<file path="config.mk">
export PLATFORM = sky130hd
export DESIGN_NAME = spi_overload_monitor
export DESIGN_NICKNAME = d
export VERILOG_FILES = /design/src/rtl/spi_mon_pkg.sv /design/src/rtl/sync_edge_det.sv /design/src/rtl/spi_overload_monitor.sv
export SDC_FILE = /design/constraint.sdc
export NUM_CORES = 1
export LEC_CHECK = 0
export BUFFER_PORTS_ARGS = -buffer_cell sky130_fd_sc_hd__clkbuf_2
export CAP_MARGIN = 20
export CELL_PAD_IN_SITES_DETAIL_PLACEMENT = 0
export CELL_PAD_IN_SITES_GLOBAL_PLACEMENT = 2
export CORE_MARGIN = 5
export CORE_UTILIZATION = 36
export DETAILED_ROUTE_END_ITERATION = 8
export PLACE_DENSITY = 0.9
export SLEW_MARGIN = 15
export SYNTH_ARGS = -nofsm -noshare
export SYNTH_HDL_FRONTEND = slang
export SYNTH_SLANG_ARGS = --single-unit
export TNS_END_PERCENT = 5
</file>
<file path="constraint.sdc">
create_clock -name Clk -period 2.6 [get_ports Clk]
set_clock_uncertainty 0.1 [all_clocks]
set_input_delay 0.13 -clock Clk [delete_from_list [all_inputs] [get_ports Clk]]
set_output_delay 0.13 -clock Clk [all_outputs]
set_load 0.1 [all_outputs]
</file>
<file path="src/rtl/spi_mon_pkg.sv">
// Shared types and constants for the SPI overload monitor.
// The overload code values match the encoding used by the overload hex driver.
package spi_mon_pkg;

    // Receive FSM states.
    typedef enum logic [1:0] {
        IDLE  = 2'd0,
        SHIFT = 2'd1,
        LOAD  = 2'd2
    } spi_state_e;

    localparam logic [3:0] OVL_CODE_LOW  = 4'h0;
    localparam logic [3:0] OVL_CODE_HIGH = 4'h1;

    // Map the internal overload bit onto the hex driver's two codes.
    function automatic logic [3:0] ovl_encode(input logic ovl);
        return ovl ? OVL_CODE_HIGH : OVL_CODE_LOW;
    endfunction

endpackage

</file>
<file path="src/rtl/sync_edge_det.sv">
// Multi-flop synchroniser with rise/fall pulse detection.
// Edges are suppressed until the chain and the previous-level flop hold real
// samples taken after reset, so the reset fill level never fakes an edge.
module sync_edge_det #(
    parameter int   SYNC_STAGES = 2,
    parameter logic RST_VAL     = 1'b0
) (
    input  logic clk_i,
    input  logic rst_i,
    input  logic d_i,
    output logic level_o,
    output logic rise_o,
    output logic fall_o
);

    logic [SYNC_STAGES-1:0] sync_q;
    logic                   prev_q;
    logic [SYNC_STAGES:0]   valid_q;

    // Shift the asynchronous input through the chain and track sample validity.
    always_ff @(posedge clk_i) begin
        if (rst_i) begin
            sync_q  <= {SYNC_STAGES{RST_VAL}};
            prev_q  <= RST_VAL;
            valid_q <= '0;
        end else begin
            sync_q  <= {sync_q[SYNC_STAGES-2:0], d_i};
            prev_q  <= sync_q[SYNC_STAGES-1];
            valid_q <= {valid_q[SYNC_STAGES-1:0], 1'b1};
        end
    end

    assign level_o = sync_q[SYNC_STAGES-1];
    assign rise_o  = valid_q[SYNC_STAGES] &  level_o & ~prev_q;
    assign fall_o  = valid_q[SYNC_STAGES] & ~level_o &  prev_q;

endmodule

</file>
<file path="src/rtl/spi_overload_monitor.sv">
// SPI mode-0 receive monitor with valid/ack handoff and overload indication.
// Build option: define SPI_OVL_STICKY_EN for a sticky overload flag cleared by
// ovl_clr; otherwise the overload is stretched for HOLD_CYCLES clocks.
//
// state | meaning
// IDLE  | waiting for a chip-select falling edge
// SHIFT | collecting MOSI bits on SCLK rising edges
// LOAD  | one cycle: publish byte, bump count, check for overload
module spi_overload_monitor
    import spi_mon_pkg::*;
#(
    parameter int SYNC_STAGES = 2,
    parameter int HOLD_CYCLES = 25_000_000,
    parameter int CNT_W       = 16
) (
    input  logic             Clk,
    input  logic             Reset,
    input  logic             spi_sclk,
    input  logic             spi_cs_n,
    input  logic             spi_mosi,
    input  logic             rd_ack,
    input  logic             ovl_clr,
    output logic [7:0]       rx_byte,
    output logic             rx_valid,
    output logic [CNT_W-1:0] byte_count,
    output logic [3:0]       ovl_code
);

    logic sclk_rise, cs_level, cs_fall, mosi_level;
    logic unused_sclk_level, unused_sclk_fall, unused_cs_rise;
    logic unused_mosi_rise, unused_mosi_fall;

    sync_edge_det #(.SYNC_STAGES(SYNC_STAGES), .RST_VAL(1'b0)) u_sync_sclk (
        .clk_i(Clk), .rst_i(Reset), .d_i(spi_sclk),
        .level_o(unused_sclk_level), .rise_o(sclk_rise), .fall_o(unused_sclk_fall)
    );

    sync_edge_det #(.SYNC_STAGES(SYNC_STAGES), .RST_VAL(1'b1)) u_sync_cs (
        .clk_i(Clk), .rst_i(Reset), .d_i(spi_cs_n),
        .level_o(cs_level), .rise_o(unused_cs_rise), .fall_o(cs_fall)
    );

    sync_edge_det #(.SYNC_STAGES(SYNC_STAGES), .RST_VAL(1'b0)) u_sync_mosi (
        .clk_i(Clk), .rst_i(Reset), .d_i(spi_mosi),
        .level_o(mosi_level), .rise_o(unused_mosi_rise), .fall_o(unused_mosi_fall)
    );

    spi_state_e       state_q, state_d;
    logic [7:0]       shift_q, shift_d;
    logic [2:0]       bit_cnt_q, bit_cnt_d;
    logic [7:0]       rx_byte_q, rx_byte_d;
    logic             rx_valid_q, rx_valid_d;
    logic [CNT_W-1:0] count_q, count_d;
    logic             ovl_q, ovl_d;
    logic             ovl_evt;

    // Receive FSM, byte handoff and overload event detection.
    always_comb begin
        state_d    = state_q;
        shift_d    = shift_q;
        bit_cnt_d  = bit_cnt_q;
        rx_byte_d  = rx_byte_q;
        count_d    = count_q;
        ovl_evt    = 1'b0;
        rx_valid_d = rx_valid_q;
        if (rd_ack) begin
            rx_valid_d = 1'b0;
        end
        case (state_q)
            IDLE: begin
                bit_cnt_d = 3'd0;
                if (cs_fall) begin
                    state_d = SHIFT;
                end
            end
            SHIFT: begin
                if (cs_level) begin
                    // Frame ended before the byte completed: drop it silently.
                    state_d   = IDLE;
                    bit_cnt_d = 3'd0;
                end else if (sclk_rise) begin
                    shift_d = {shift_q[6:0], mosi_level};
                    if (bit_cnt_q == 3'd7) begin
                        bit_cnt_d = 3'd0;
                        state_d   = LOAD;
                    end else begin
                        bit_cnt_d = bit_cnt_q + 3'd1;
                    end
                end
            end
            LOAD: begin
                rx_byte_d  = shift_q;
                count_d    = count_q + CNT_W'(1);
                ovl_evt    = rx_valid_q & ~rd_ack;
                rx_valid_d = 1'b1;
                state_d    = cs_level ? IDLE : SHIFT;
            end
            default: begin
                state_d = IDLE;
            end
        endcase
    end

    // Register the FSM, data path and overload indication.
    always_ff @(posedge Clk) begin
        if (Reset) begin
            state_q    <= IDLE;
            shift_q    <= '0;
            bit_cnt_q  <= '0;
            rx_byte_q  <= '0;
            rx_valid_q <= 1'b0;
            count_q    <= '0;
            ovl_q      <= 1'b0;
        end else begin
            state_q    <= state_d;
            shift_q    <= shift_d;
            bit_cnt_q  <= bit_cnt_d;
            rx_byte_q  <= rx_byte_d;
            rx_valid_q <= rx_valid_d;
            count_q    <= count_d;
            ovl_q      <= ovl_d;
        end
    end

`ifdef SPI_OVL_STICKY_EN
    // Sticky flag: an event in the same cycle as a clear keeps it set.
    always_comb begin
        ovl_d = ovl_evt | (ovl_q & ~ovl_clr);
    end
`else
    localparam int HOLD_W = (HOLD_CYCLES > 1) ? $clog2(HOLD_CYCLES) : 1;

    logic [HOLD_W-1:0] hold_cnt_q, hold_cnt_d;
    logic              unused_ovl_clr;

    assign unused_ovl_clr = ovl_clr;

    // Stretch timer: reload on every event, count down to zero and stay there.
    always_comb begin
        hold_cnt_d = hold_cnt_q;
        if (ovl_evt) begin
            hold_cnt_d = HOLD_W'(HOLD_CYCLES - 1);
        end else if (hold_cnt_q != '0) begin
            hold_cnt_d = hold_cnt_q - HOLD_W'(1);
        end
        ovl_d = ovl_evt | (hold_cnt_q != '0);
    end

    // Register the stretch timer.
    always_ff @(posedge Clk) begin
        if (Reset) begin
            hold_cnt_q <= '0;
        end else begin
            hold_cnt_q <= hold_cnt_d;
        end
    end
`endif

    assign rx_byte    = rx_byte_q;
    assign rx_valid   = rx_valid_q;
    assign byte_count = count_q;
    assign ovl_code   = ovl_encode(ovl_q);

endmodule

</file>
==> metrics.md <==
| Metric | Value |
|---|---|
| Status | complete, no violations |
| Internal power | 2450 uW |
| Root Driver | clkbuf_8 |
| WP data required | 2760 ps |
| TNS Setup | 0 ps |
| GPL Wtd Cong | 0.786 |
| FF+latch count, synth | 75 |
| Hold Path Stages | 1 |
| Register area | 0.00150 mm2 |
| Hold Fails Final Rpt | 0 |
| Vias in the first global route | 2,470 |
| Largest net degree at the start of global routing | 66 |
| RSZ-0062 raised after global routing | false |
| CP endpoint kind | flip-flop |
| First-pass GRT wire length | 11,600 um |
| Antenna violations before repair | 0 |
| Post-synth EDFFs | 0 |
| Final setup vio count | 0 |
| Net switching fraction of the power | 39.3% |
| DRC | 0 |
| FMAX | 430 MHz |
| Routed Antenna Nets | 0 |
| Yosys top cell by area | dfxtp_1 |
| Post-synth top flop | dfxtp_1 |
| Post-synthesis sequential area ratio | 46.0% |
| Max-cap viol count | 0 |
| Max-slew violations | 0 |
| Vert. Die Dim | 105 um |
| CTS max path bufs | 2 |
| Grt ovf | 0 |
| Worst Setup SP | hold_cnt_q[0] |
| Drt first pass iters | 4 |
| Final Core Density | 42.9% |
| Most instantiated library cell after synthesis | dfxtp_1 |
| Max-slew headroom | 54.6% |
| Worst Path Max Fanout | 5 |
| PortBufs | 31 |
| Cts bufs inserted | 9 |
| Syn-to-layout area delta | 15.1% |
| # rows | 34 |
| Share of layout cells above drive strength 1 | 18.1% |
| Vias post-DR | 2,574 |
| Clock-pin slew on the worst setup and hold paths | 90 ps |
| DP Area | 0.00350 mm2 |
| FFs w/ async S/R, synth | 0% |
| Synth area leaders | dfxtp_1 (46%), a21oi_1 (4.3%), nand2_1 (4.3%) |
| DRT Wirelength | 6640 um |
| Most frequent cells after synthesis | dfxtp_1 (75), nand2_1 (37), nor2_1 (36) |
| Worst Max-Slew Pin Slew | 680 ps |
| Worst-skew pair later-pin latency | 360 ps |
| Starting Density | 37.2% |
| Hold path start | u_sync_cs.sync_q[0] |
| CP Data Arrival Time | 2480 ps |
| Yosys warns | 0 |
| Worst min path class | reg2reg |
| GRT Total Usage | 12.6% |
| CTS tree | yes |
| Crit share post-route | 89.4% |
| Syn Area/Cell | 9.11 um2 |
| CP Launch Type | flip-flop |
| Core Footprint | 0.00876 mm2 |
| Fill cells | 894 |
| Synthesized area | 0.00326 mm2 |
| Total leakage power | 0.00145 uW |
| Avg WL per Cell | 13.1 um |
| DP HPWL | 4470 um |
| Sw Pwr | 1590 uW |
| Post-layout total power | 4040 uW |
| Nets | 405 |
| Unique masters post-synth | 61 |
| Reg2Reg Depth | 7 |
| 1st-iter DRT viols | 87 |
| CTS HTree Levels | 3 |
| Clock power frac | 23.5% |
| R2r startpoint | hold_cnt_q[0] |
| Reg power frac | 38.0% |
| Post-Syn Instances | 358 |
| IO Count | 36 |
| Tmin final | 2320 ps |
| Crit path kind | reg2reg |
| Final instance area | 0.00376 mm2 |
| Vias per inst | 5.09 |
| Post-synth top area share | 46.0% |
| Area of the multi-input gates | 0.00162 mm2 |
| Gate power share | 38.5% |
| Clock sinks | 75 |
| Post-cts sizing count | 0 |
| Die Wd | 105 um |
| ANT cells | 0 |
| Max IR drop VDD | 0.616 mV |
| Die area | 0.0111 mm2 |
| Cell area power density | 1080 mW/mm2 |
## power by group through the flow
stage / Combinational [uW] / Clock [uW] / Sequential [uW]
final: 1560 / 950 / 1530
after global routing: 1740 / 1030 / 1570
after CTS: 1560 / 984 / 1530
after detailed placement: 1540 / 0 / 1560
after global placement: 1530 / 0 / 1550
after floorplan: 1330 / 0 / 1510
## per-stage QoR
step / setup slack, ps / hold WS, ps / instances
detailed placement: 317 / 222 / 485
floorplan: 165 / 131 / 360
CTS: 276 / 320 / 506
global route: 89.7 / 331 / 506
global placement: 344 / 218 / 485
finish: 275 / 315 / 506
## layout by cell type, fill, tap and decap left out, types with 9 or more instances in the layout
cell type and count:
mux2i_1 10, xor2_1 12, clkbuf_2 31, dfxtp_1 75, nor2_1 36, nand2_1 37, inv_1 10, o21ai_0 9
a21oi_1 28, clkbuf_8 9
## critical path, cell delays in order (launching register included)
cell     delay, ps
dfxtp_1        350
inv_1           90
ha_1           230
or4b_4         530
nor2_1         210
o21ai_0        220
o31a_2         330
o21a_1         180
## flip-flops by register name (all words and copies together) (netlist names)
name / cells
u_sync_cs.prev_q: 1
u_sync_cs.valid_q: 3
rx_valid: 1
ovl_q: 1
shift_q: 8
u_sync_sclk.sync_q: 2
byte_count: 16
state_q: 2
rx_byte: 8
u_sync_sclk.prev_q: 1
u_sync_mosi.sync_q: 2
hold_cnt_q: 25
bit_cnt_q: 3
u_sync_cs.sync_q: 2
## what timing repair did
item                      4_1_cts  5_1_grt
hold buffers                    5        0
hold endpoints to repair        6        0
setup buffers                   0        0
## per-layer routing
layer,wire (um),up-vias,track usage [%]
li1,-,1324,-
met1,3370,1198,17.0
met2,2900,42,19.4
met3,260,10,3.27
met4,110,0,4.93
met5,0,-,0
## cells by family (layout without fill, tap and decap cells)
| family | Yosys count | after routing | synth area share (%) |
|---|---|---|---|
| AO/OA/AOI/OAI | 67 | 67 | 12.8 |
| multiplexers | 10 | 10 | 3.07 |
| AND/OR/NAND/NOR | 150 | 150 | 26.2 |
| adder cells (fa/ha/maj) | 5 | 5 | 1.92 |
| other | 1 | 3 | 0.115 |
| flip-flops | 75 | 75 | 46.0 |
| buffers and inverters | 30 | 68 | 4.45 |
| XOR/XNOR | 20 | 20 | 5.37 |
## path summary, 6_finish.rpt
kind | slack [ps] | end
max | 280 | hold_cnt_q[10]
min | 310 | u_sync_cs.sync_q[1]
max reg2reg | 280 | hold_cnt_q[10]
min reg2reg | 310 | u_sync_cs.sync_q[1]
## cell type report
| class | count | area share [%] |
|---|---|---|
| timing repair buffer | 42 | 6.66 |
| tap | 108 | 3.60 |
| multi-input combinational | 255 | 43.2 |
| clock inverter | 7 | 2.23 |
| clock buffer | 9 | 3.30 |
| sequential | 75 | 40.0 |
| inverter | 10 | 0.999 |
(Power assumes the default switching activity.)
